[src/rtl/keypad_pkg.sv]
// keypad_pkg: key codes, key-index-to-code table and scanner state encodings shared with the calculator FSM
package keypad_pkg;
  typedef enum logic [3:0] {
    ST_SCAN = 4'b0001,
    ST_DEB  = 4'b0010,
    ST_HOLD = 4'b0100,
    ST_REL  = 4'b1000
  } state_t;
  localparam logic [7:0] CODE_PLUS  = 8'hF0;
  localparam logic [7:0] CODE_MINUS = 8'hF1;
  localparam logic [7:0] CODE_MUL   = 8'hF2;
  localparam logic [7:0] CODE_DIV   = 8'hF3;
  localparam logic [7:0] CODE_CLEAR = 8'hCC;
  localparam logic [7:0] CODE_EQU   = 8'hEE;
  localparam logic [7:0] CODE_NONE  = 8'hFF;
  localparam logic [15:0][7:0] KEY_MAP = {
    CODE_DIV,   CODE_EQU, 8'h00, CODE_CLEAR,
    CODE_MUL,   8'h09,    8'h08, 8'h07,
    CODE_MINUS, 8'h06,    8'h05, 8'h04,
    CODE_PLUS,  8'h03,    8'h02, 8'h01
  };
  function automatic logic [7:0] digit_code(input logic [3:0] n);
    return {4'h0, n};
  endfunction
endpackage

[src/rtl/keypad_keymap.sv]
// keypad_keymap: combinational key index (row*4+col) to key code lookup
module keypad_keymap
  import keypad_pkg::*;
(
  input  logic [3:0] idx,
  output logic [7:0] code
);
  assign code = KEY_MAP[idx];
endmodule

[src/rtl/keypad_scanner.sv]
// keypad_scanner: 4x4 column scanner with debounce; define KEYPAD_TWO_KEY_LOCKOUT_EN to reject multi-row samples
module keypad_scanner #(
  parameter int SCAN_DIV = 1000,
  parameter int DEB_CNT  = 8
) (
  input  logic       clk,
  input  logic       rst,
  input  logic [3:0] row,
  output logic [3:0] col,
  output logic [7:0] code,
  output logic       pressed
);
  import keypad_pkg::*;
  state_t      state, nxt_state;
  logic [15:0] div_cnt;
  logic [7:0]  cnt, key_code;
  logic [1:0]  col_idx, cand_row, smp_row;
  logic        tick, smp_vld, hit, cnt_done, clr_pend;
  keypad_keymap u_keymap (.idx({cand_row, col_idx}), .code(key_code));
  // resolve the row sample to one key row, or none
  always_comb begin
    tick     = div_cnt == 16'(SCAN_DIV - 1);
    smp_row  = !row[0] ? 2'd0 : !row[1] ? 2'd1 : !row[2] ? 2'd2 : 2'd3;
`ifdef KEYPAD_TWO_KEY_LOCKOUT_EN
    smp_vld  = $countones(~row) == 1;
`else
    smp_vld  = ~&row;
`endif
    hit      = smp_vld && smp_row == cand_row;
    cnt_done = (cnt + 8'd1) == 8'(DEB_CNT);
  end
  // state register
  always_ff @(posedge clk)
    state <= !rst ? ST_SCAN : nxt_state;
  // next state, evaluated only on the sampling clock of each window
  always_comb begin
    nxt_state = state;
    if (tick)
      case (state)
        ST_SCAN: nxt_state = smp_vld ? ST_DEB : ST_SCAN;
        ST_DEB:  nxt_state = !hit ? ST_SCAN : cnt_done ? ST_HOLD : ST_DEB;
        ST_HOLD: nxt_state = hit ? ST_HOLD : ST_REL;
        ST_REL:  nxt_state = hit ? ST_HOLD : cnt_done ? ST_SCAN : ST_REL;
        default: nxt_state = ST_SCAN;
      endcase
  end
  // window divider, column pointer, candidate, match/absent counter and code register
  always_ff @(posedge clk) begin
    if (!rst) begin
      div_cnt  <= '0;
      col_idx  <= '0;
      cand_row <= '0;
      cnt      <= '0;
      code     <= CODE_NONE;
      clr_pend <= 1'b0;
    end else begin
      div_cnt  <= tick ? '0 : div_cnt + 16'd1;
      clr_pend <= state == ST_REL && nxt_state == ST_SCAN;
      if (clr_pend)
        code <= CODE_NONE;
      if (state == ST_DEB && nxt_state == ST_HOLD)
        code <= key_code;
      if (tick) begin
        cnt <= (state == ST_SCAN || state == ST_HOLD) ? 8'd1 : cnt + 8'd1;
        if (state == ST_SCAN && smp_vld)
          cand_row <= smp_row;
        if (nxt_state == ST_SCAN)
          col_idx <= col_idx + 2'd1;
      end
    end
  end
  // column drive and pressed flag
  always_comb begin
    col     = ~(4'b0001 << col_idx);
    pressed = state == ST_HOLD || state == ST_REL;
  end
endmodule

[config.mk]
export PLATFORM = sky130hd
export DESIGN_NAME = keypad_scanner
export DESIGN_NICKNAME = d
export VERILOG_FILES = /design/src/rtl/keypad_pkg.sv /design/src/rtl/keypad_keymap.sv /design/src/rtl/keypad_scanner.sv
export SDC_FILE = /design/constraint.sdc
export NUM_CORES = 1
export LEC_CHECK = 0
export CAP_MARGIN = 20
export CORE_MARGIN = 2
export CORE_UTILIZATION = 45
export CTS_CLUSTER_DIAMETER = 30
export DETAILED_ROUTE_END_ITERATION = 16
export GPL_TIMING_DRIVEN = 0
export HOLD_SLACK_MARGIN = 0.06
export PLACE_DENSITY = 0.69
export SYNTH_ARGS = -nofsm -noshare
export SYNTH_HDL_FRONTEND = slang
export SYNTH_SLANG_ARGS = --single-unit
[constraint.sdc]
create_clock -name clk -period 4.2 [get_ports clk]
set_input_delay 0.84 -clock clk [delete_from_list [all_inputs] [get_ports clk]]
set_output_delay 0.84 -clock clk [all_outputs]
set_load 0.01 [all_outputs]
# --- Word-level counts from Yosys, hierarchy flattened ---
# Memory sizes are Yosys's and may differ from the RTL's.
# Cells that the tools add are included.
word_totals:
  reg_bits: 41
  mem_bits_ro: 128
  input_bits: 6
  elab_cells: 51
  mem_count: 1
mem_list:
  columns: ["name", "depth", "width", "rd", "rd_clocked_by_memory_dff", "write_ports", "line_no", "source"]
  rows:
  - ["(no name shown)", 16, 8, 1, 0, 0, "keypad_keymap.sv:8", "assign code = KEY_MAP[idx];"]
op_classes:
  n_addsub: 3
  n_lt_le_gt_ge: 1
  n_eq_ne: 9
  n_shift: 1
  muxes: 15
  n_bitwise: 2
  reduce_logical: 12
ops:
  columns: ["operator", "n"]
  rows:
  - ["$mux W8", 4]
  - ["$add A16 B1 Y16 const B", 1]
  - ["$eq A16 B10 Y1 const B", 1]
  - ["$mux W4", 4]
  - ["$pmux W4 S4", 1]
  - ["$add A8 B1 Y8 const B", 1]
  - ["$eq A4 B1 Y1 const B", 2]
  - ["$eq A4 B3 Y1 const B", 2]
  - ["$eq A8 B4 Y1 const B", 1]
  - ["$mux W2", 3]
  - ["$mux W3", 2]
  - ["$lt A4 B5 Y1 const B", 1]
  - ["$eq A4 B2 Y1 const B", 1]
  - ["$eq A4 B4 Y1 const B", 1]
  - ["$logic_and A1 B1 Y1", 4]
  - ["$not A4 Y4", 1]
  - ["$reduce_and A2 Y1", 2]
  - ["$reduce_and A4 Y1", 1]
  - ["$shl A1 B2 Y4 const A", 1]
  - ["$add A2 B1 Y2 const B", 1]
  - ["$eq A2 B2 Y1", 1]
  - ["$logic_or A1 B1 Y1", 2]
  - ["$reduce_bool A2 Y1", 1]
  - ["$reduce_or A2 Y1", 1]
  - ["3 further kinds", 3]

# --- Depth between registers and ports, before layout ---
logic_depth:
  depth_word: 11
  mapped_depth: 8
  depth_no_buf: 7

# --- Cells and area by module ---
# From an unflattened synthesis, not the netlist that was laid out.
hier_totals:
  hier_cells: 279
  area_unflattened_um2: 2319.7
by_module_without_submodules:
  columns: ["module", "n_inst", "cells_each", "area_per_inst_um2"]
  rows:
  - ["keypad_scanner", 1, 253, 2113.3]
  - ["keypad_keymap", 1, 26, 206.4]

# --- Least setup slack after synthesis ---
# No wires, ideal clock.
synth_timing:
  path_kind: "input port to flip-flop"
  startpoint: "input row[2]"
  endpoint: "register code[5]"
  setup_ps: 123
  arrival_ps: 2255
  slack_ps: 1822
  cell_stages: 7
  path_cell_list: "nand2b_1 o31ai_1 or2_1 o211a_1 and4_1 buf_4 mux2_1"
synth_via:
  elab_chain_cells: 11
  elab_cells_between_ends: 17
  cone_classes: "eq/ne: 2; mux: 10; reduce/logical: 5"
synth_rtl:
  columns: ["item", "line_no", "source"]
  rows:
  - ["start, declared", "keypad_scanner.sv:8", "input logic [3:0] row,"]
  - ["$mux W1", "keypad_scanner.sv:23", "smp_row = !row[0] ? 2'd0 : !row[1] ? 2'd1 : !row[2] ? 2'd2 : 2'd3;"]
  - ["$mux W2 (2 in a row)", "keypad_scanner.sv:23", null]
  - ["$eq A2 B2 Y1", "keypad_scanner.sv:29", "hit = smp_vld && smp_row == cand_row;"]
  - ["$logic_and A1 B1 Y1", "keypad_scanner.sv:29", null]
  - ["$mux W4, or another cell as far along", "keypad_scanner.sv:43", "ST_REL: nxt_state = hit ? ST_HOLD : cnt_done ? ST_SCAN : ST_REL;"]
  - ["$pmux W4 S4 *", "keypad_scanner.sv:39", "case (state)"]
  - ["$mux W4 *", "keypad_scanner.sv:38", "if (tick)"]
  - ["$eq A4 B3 Y1 *", "keypad_scanner.sv:61", "if (state == ST_DEB && nxt_state == ST_HOLD)"]
  - ["$logic_and A1 B1 Y1 *", "keypad_scanner.sv:61", null]
  - ["$mux W8 / $reduce_bool A2 Y1 (equally long branches)", null, null]
  - ["end signal, assigned", "keypad_scanner.sv:62", "code <= key_code;"]
  - ["end, declared", "keypad_scanner.sv:10", "output logic [7:0] code,"]
# Mark *: on every way between the ends. The rest lies on a longest branch, timed or not.
# A chain may end at the register's enable or synchronous reset.

# --- Worst setup path in the final report ---
layout_timing:
  startpoint: "input row[1]"
  endpoint: "register code[1]"
layout_via:
  elab_chain_cells: 10
  elab_cells_between_ends: 16
  cone_classes: "eq/ne: 2; mux: 9; reduce/logical: 5"
layout_rtl:
  columns: ["item", "line_no"]
  rows:
  - ["$mux W2 (2 in a row)", "keypad_scanner.sv:23"]
  - ["$eq A2 B2 Y1", "keypad_scanner.sv:29"]
  - ["$logic_and A1 B1 Y1", "keypad_scanner.sv:29"]
  - ["$mux W4, or another cell as far along", "keypad_scanner.sv:43"]
  - ["$pmux W4 S4 *", "keypad_scanner.sv:39"]
  - ["$mux W4 *", "keypad_scanner.sv:38"]
  - ["$eq A4 B3 Y1 *", "keypad_scanner.sv:61"]
  - ["$logic_and A1 B1 Y1 *", "keypad_scanner.sv:61"]
  - ["$mux W8 / $reduce_bool A2 Y1 (equally long branches)", null]
# Marked as above.

==> flow_summary.json <==
{
  "gp_congestion": 0.7997,
  "ctsResizeCount": 0,
  "path_clk_slew_ns": 0.07,
  "path_max_fanout": 7,
  "clkPwrFrac_pct": 37.2,
  "grt.met2_usage_pct": 26.98,
  "via_count": 1849,
  "ir_worst_vdd_mv": 0.1489,
  "filler_cell_count": 446,
  "cts_tree": "done",
  "synth-edff-count": 0,
  "drc": 0,
  "ctsHoldBuffers": 0,
  "cp-start-kind": "input pin",
  "fin_setup_tns_ns": 0,
  "grt_pass1_vias": 1677,
  "rrSetupSlack_ns": 1.87,
  "critPathKind": "in2reg",
  "die_w_um": 73.76,
  "maxCapViolations": 0,
  "wl_per_cell_um": 12.75,
  "rsz0062_at_grt": "false",
  "critPathMaxStageDelay_ns": 0.54,
  "routed_wl_mm": 4.362,
  "internal_power_mw": 0.5047,
  "core_area_um2": 4692,
  "crit_slowest_cell": "clkdlybuf4s50_1",
  "met1_usage_pct": 25.27,
  "min_period_ns": 2.752,
  "die_y_um": 73.76,
  "placed_cell_area_um2": 2437,
  "yosysTopAreaCell": "dfxtp_1",
  "yosysUniqueCellTypes": 51,
  "root_buffer": "clkbuf_8",
  "start_util_pct": 46.67,
  "ys_top_cells_by_area": "dfxtp_1, xor2_1, nor2_1",
  "crit_path_end_kind": "register",
  "drt-vias-per-instance": 5.406,
  "max_clock_freq_mhz": 363.4,
  "syn-cell-area_um2": 2190,
  "fin_util_pct": 53.60,
  "htree_levels": 2,
  "pre_cts_slack_ns": 1.159,
  "pwr-share-comb_pct": 3.9,
  "r2r_start": "cnt[0]",
  "ys.flop_type": "dfxtp_1",
  "worstHoldStart": "div_cnt[0]",
  "path_cells": "clkdlybuf4s50_1 -> nand2b_1 -> o31ai_1 -> or2_1 -> o211a_1 -> and4_1 -> buf_4 -> mux2_1",
  "met3_usage_pct": 4.527,
  "ant_nets": 0,
  "mostFrequentLayoutCells": "dfxtp_1, nor2_1, nand2_1",
  "multi_input_area_um2": 1297,
  "drive_gt1_share_pct": 5.903,
  "fin_nets": 300,
  "min_path_type": "reg2reg",
  "num_rows": 25,
  "leakage_nw": 0.9186,
  "swShare_pct": 22.43,
  "antenna_cells": 0,
  "grt-busiest-layer": "met2",
  "synth-seq-area-share_pct": 36.57,
  "syn2layout_area_growth_pct": 14.86,
  "grt_max_degree": 12,
  "syn_area_per_cell_um2": 8.325,
  "io_pins": 19,
  "gr-total-overflow": 0,
  "placement.io_buffers": 18,
  "skew_ns": 0.004609,
  "firstDrtPassIters": 4,
  "syn-num-nets": 275,
  "cts_post_setup_buffers_inserted": 0,
  "max-slew-margin-rel_pct": 67.46,
  "grt_usage_pct": 17.96,
  "fin_crit_sh_pct": 65.51,
  "clk_latency_ns": 0.29,
  "dieArea_um2": 5440,
  "fin_ws_ns": 1.448,
  "worstPathArrival_ns": 2.93,
  "hold_end": "div_cnt[0]",
  "r2r_cells": 7,
  "cts_buffers": 5,
  "grt_pass1_wl_mm": 7.603,
  "tightestPinTransition_ns": 0.4868,
  "setup_viol": 0,
  "clock_sink_count": 40,
  "holdPathStages": 1,
  "switching_power_mw": 0.1459,
  "r2r-end": "code[1]",
  "seq_area_um2": 800.8,
  "worstPathRequired_ns": 4.38,
  "dp_hpwl_mm": 3.198,
  "drt_iter0_drc": 80,
  "p_total_mw": 0.6507,
  "ys_seq_elements": 40,
  "drv_slew": 0,
  "ys_warn_count": 0,
  "clock_path_buffers": 2,
  "mostFrequentLayoutCell": "dfxtp_1",
  "antenna_found_initial": 0,
  "netlist_instances": 263,
  "seq_power_share_pct": 58.9,
  "synth.top_cell.area_share_pct": 36.57,
  "synth-async-reset-ratio_pct": 0,
  "status": "finished clean",
  "final_hold_viol_count": 0,
  "fin_area_um2": 2515,
  "power_density_nw_per_um2": 258.7
}
==> critical path, delay by kind of cell <==
kind | cells | cell delay (ns)
buf+inv | 2 | 0.70
simple gates | 3 | 0.52
mux | 1 | 0.32
compound gates | 2 | 0.55
==> cell families (layout without fill, tap and decap cells) <==
kind of cell	count (synthesis)	after routing	synth area share, %
adder cells (fa/ha/maj)	6	6	3.428
AND/OR/NAND/NOR	117	117	28.40
flip-flops	40	40	36.57
AO/OA/AOI/OAI	47	47	14.00
buffers and inverters	22	47	4.171
XOR/XNOR	19	19	7.600
multiplexers	12	12	5.828
==> flip-flops by register name, indices dropped and copies added (netlist names) <==
register and flops:
col_idx 2, state 4, code 7, div_cnt 16
cand_row 2, cnt 8, clr_pend 1
==> layer usage <==
metal	share of wire (%)	routed length, um	vias to the layer above
met5	0	0	-
met4	1.2	53	0
met3	2.9	128	7
met2	43	1865	24
met1	53	2314	837
li1	-	-	981
==> Yosys cell counts, types with 4 or more instances <==
master and count:
dfxtp_1 40, nor2_1 26, nand2_1 24, o21ai_0 18
nand3_1 16, xor2_1 14, inv_1 11, and3_1 8
or3_1 8, a21oi_1 7, clkbuf_1 7, ha_1 6
mux2i_1 6, mux2_1 5, nor2b_1 5, xnor2_1 5
and4_1 4, nand4_1 4, o211ai_1 4
==> power by group through the flow <==
stage / clock (mW) / combinational, mW / sequential (mW)
3_3_place_gp: 0 / 0.0257 / 0.392
2_1_floorplan: 0 / 0.0144 / 0.392
4_1_cts: 0.251 / 0.0260 / 0.383
5_1_grt: 0.263 / 0.0289 / 0.383
3_5_place_dp: 0 / 0.0258 / 0.392
6_report: 0.242 / 0.0256 / 0.383
==> worst max-delay path by stage <==
stage | startpoint | end | slack, ns | depth (start not counted)
2_1_floorplan | row[2] | code[5] | 1.82 | 7
3_3_place_gp | row[1] | code[2] | 1.19 | 8
3_5_place_dp | row[1] | code[1] | 1.16 | 8
4_1_cts | row[1] | code[1] | 1.46 | 8
5_1_grt | row[1] | code[5] | 1.32 | 8
6_report | row[1] | code[1] | 1.45 | 8
==> area by class of cell <==
type                       count  area share, %
buffer                        11          1.990
sequential                    40          31.84
timing repair buffer          18          7.164
tap                           54          2.687
inverter                      11          1.642
multi-input combinational    201          51.59
clock inverter                 1         0.1990
clock buffer                   6          2.886
==> metrics by stage <==
| step | hold slack [ns] | instances |
|---|---|---|
| floorplan | 0.4132 | 263 |
| global placement | 0.4317 | 335 |
| detailed placement | 0.4421 | 335 |
| CTS | 0.4536 | 342 |
| global route | 0.4730 | 342 |
| finish | 0.4467 | 342 |
(Power assumes the default switching activity.)
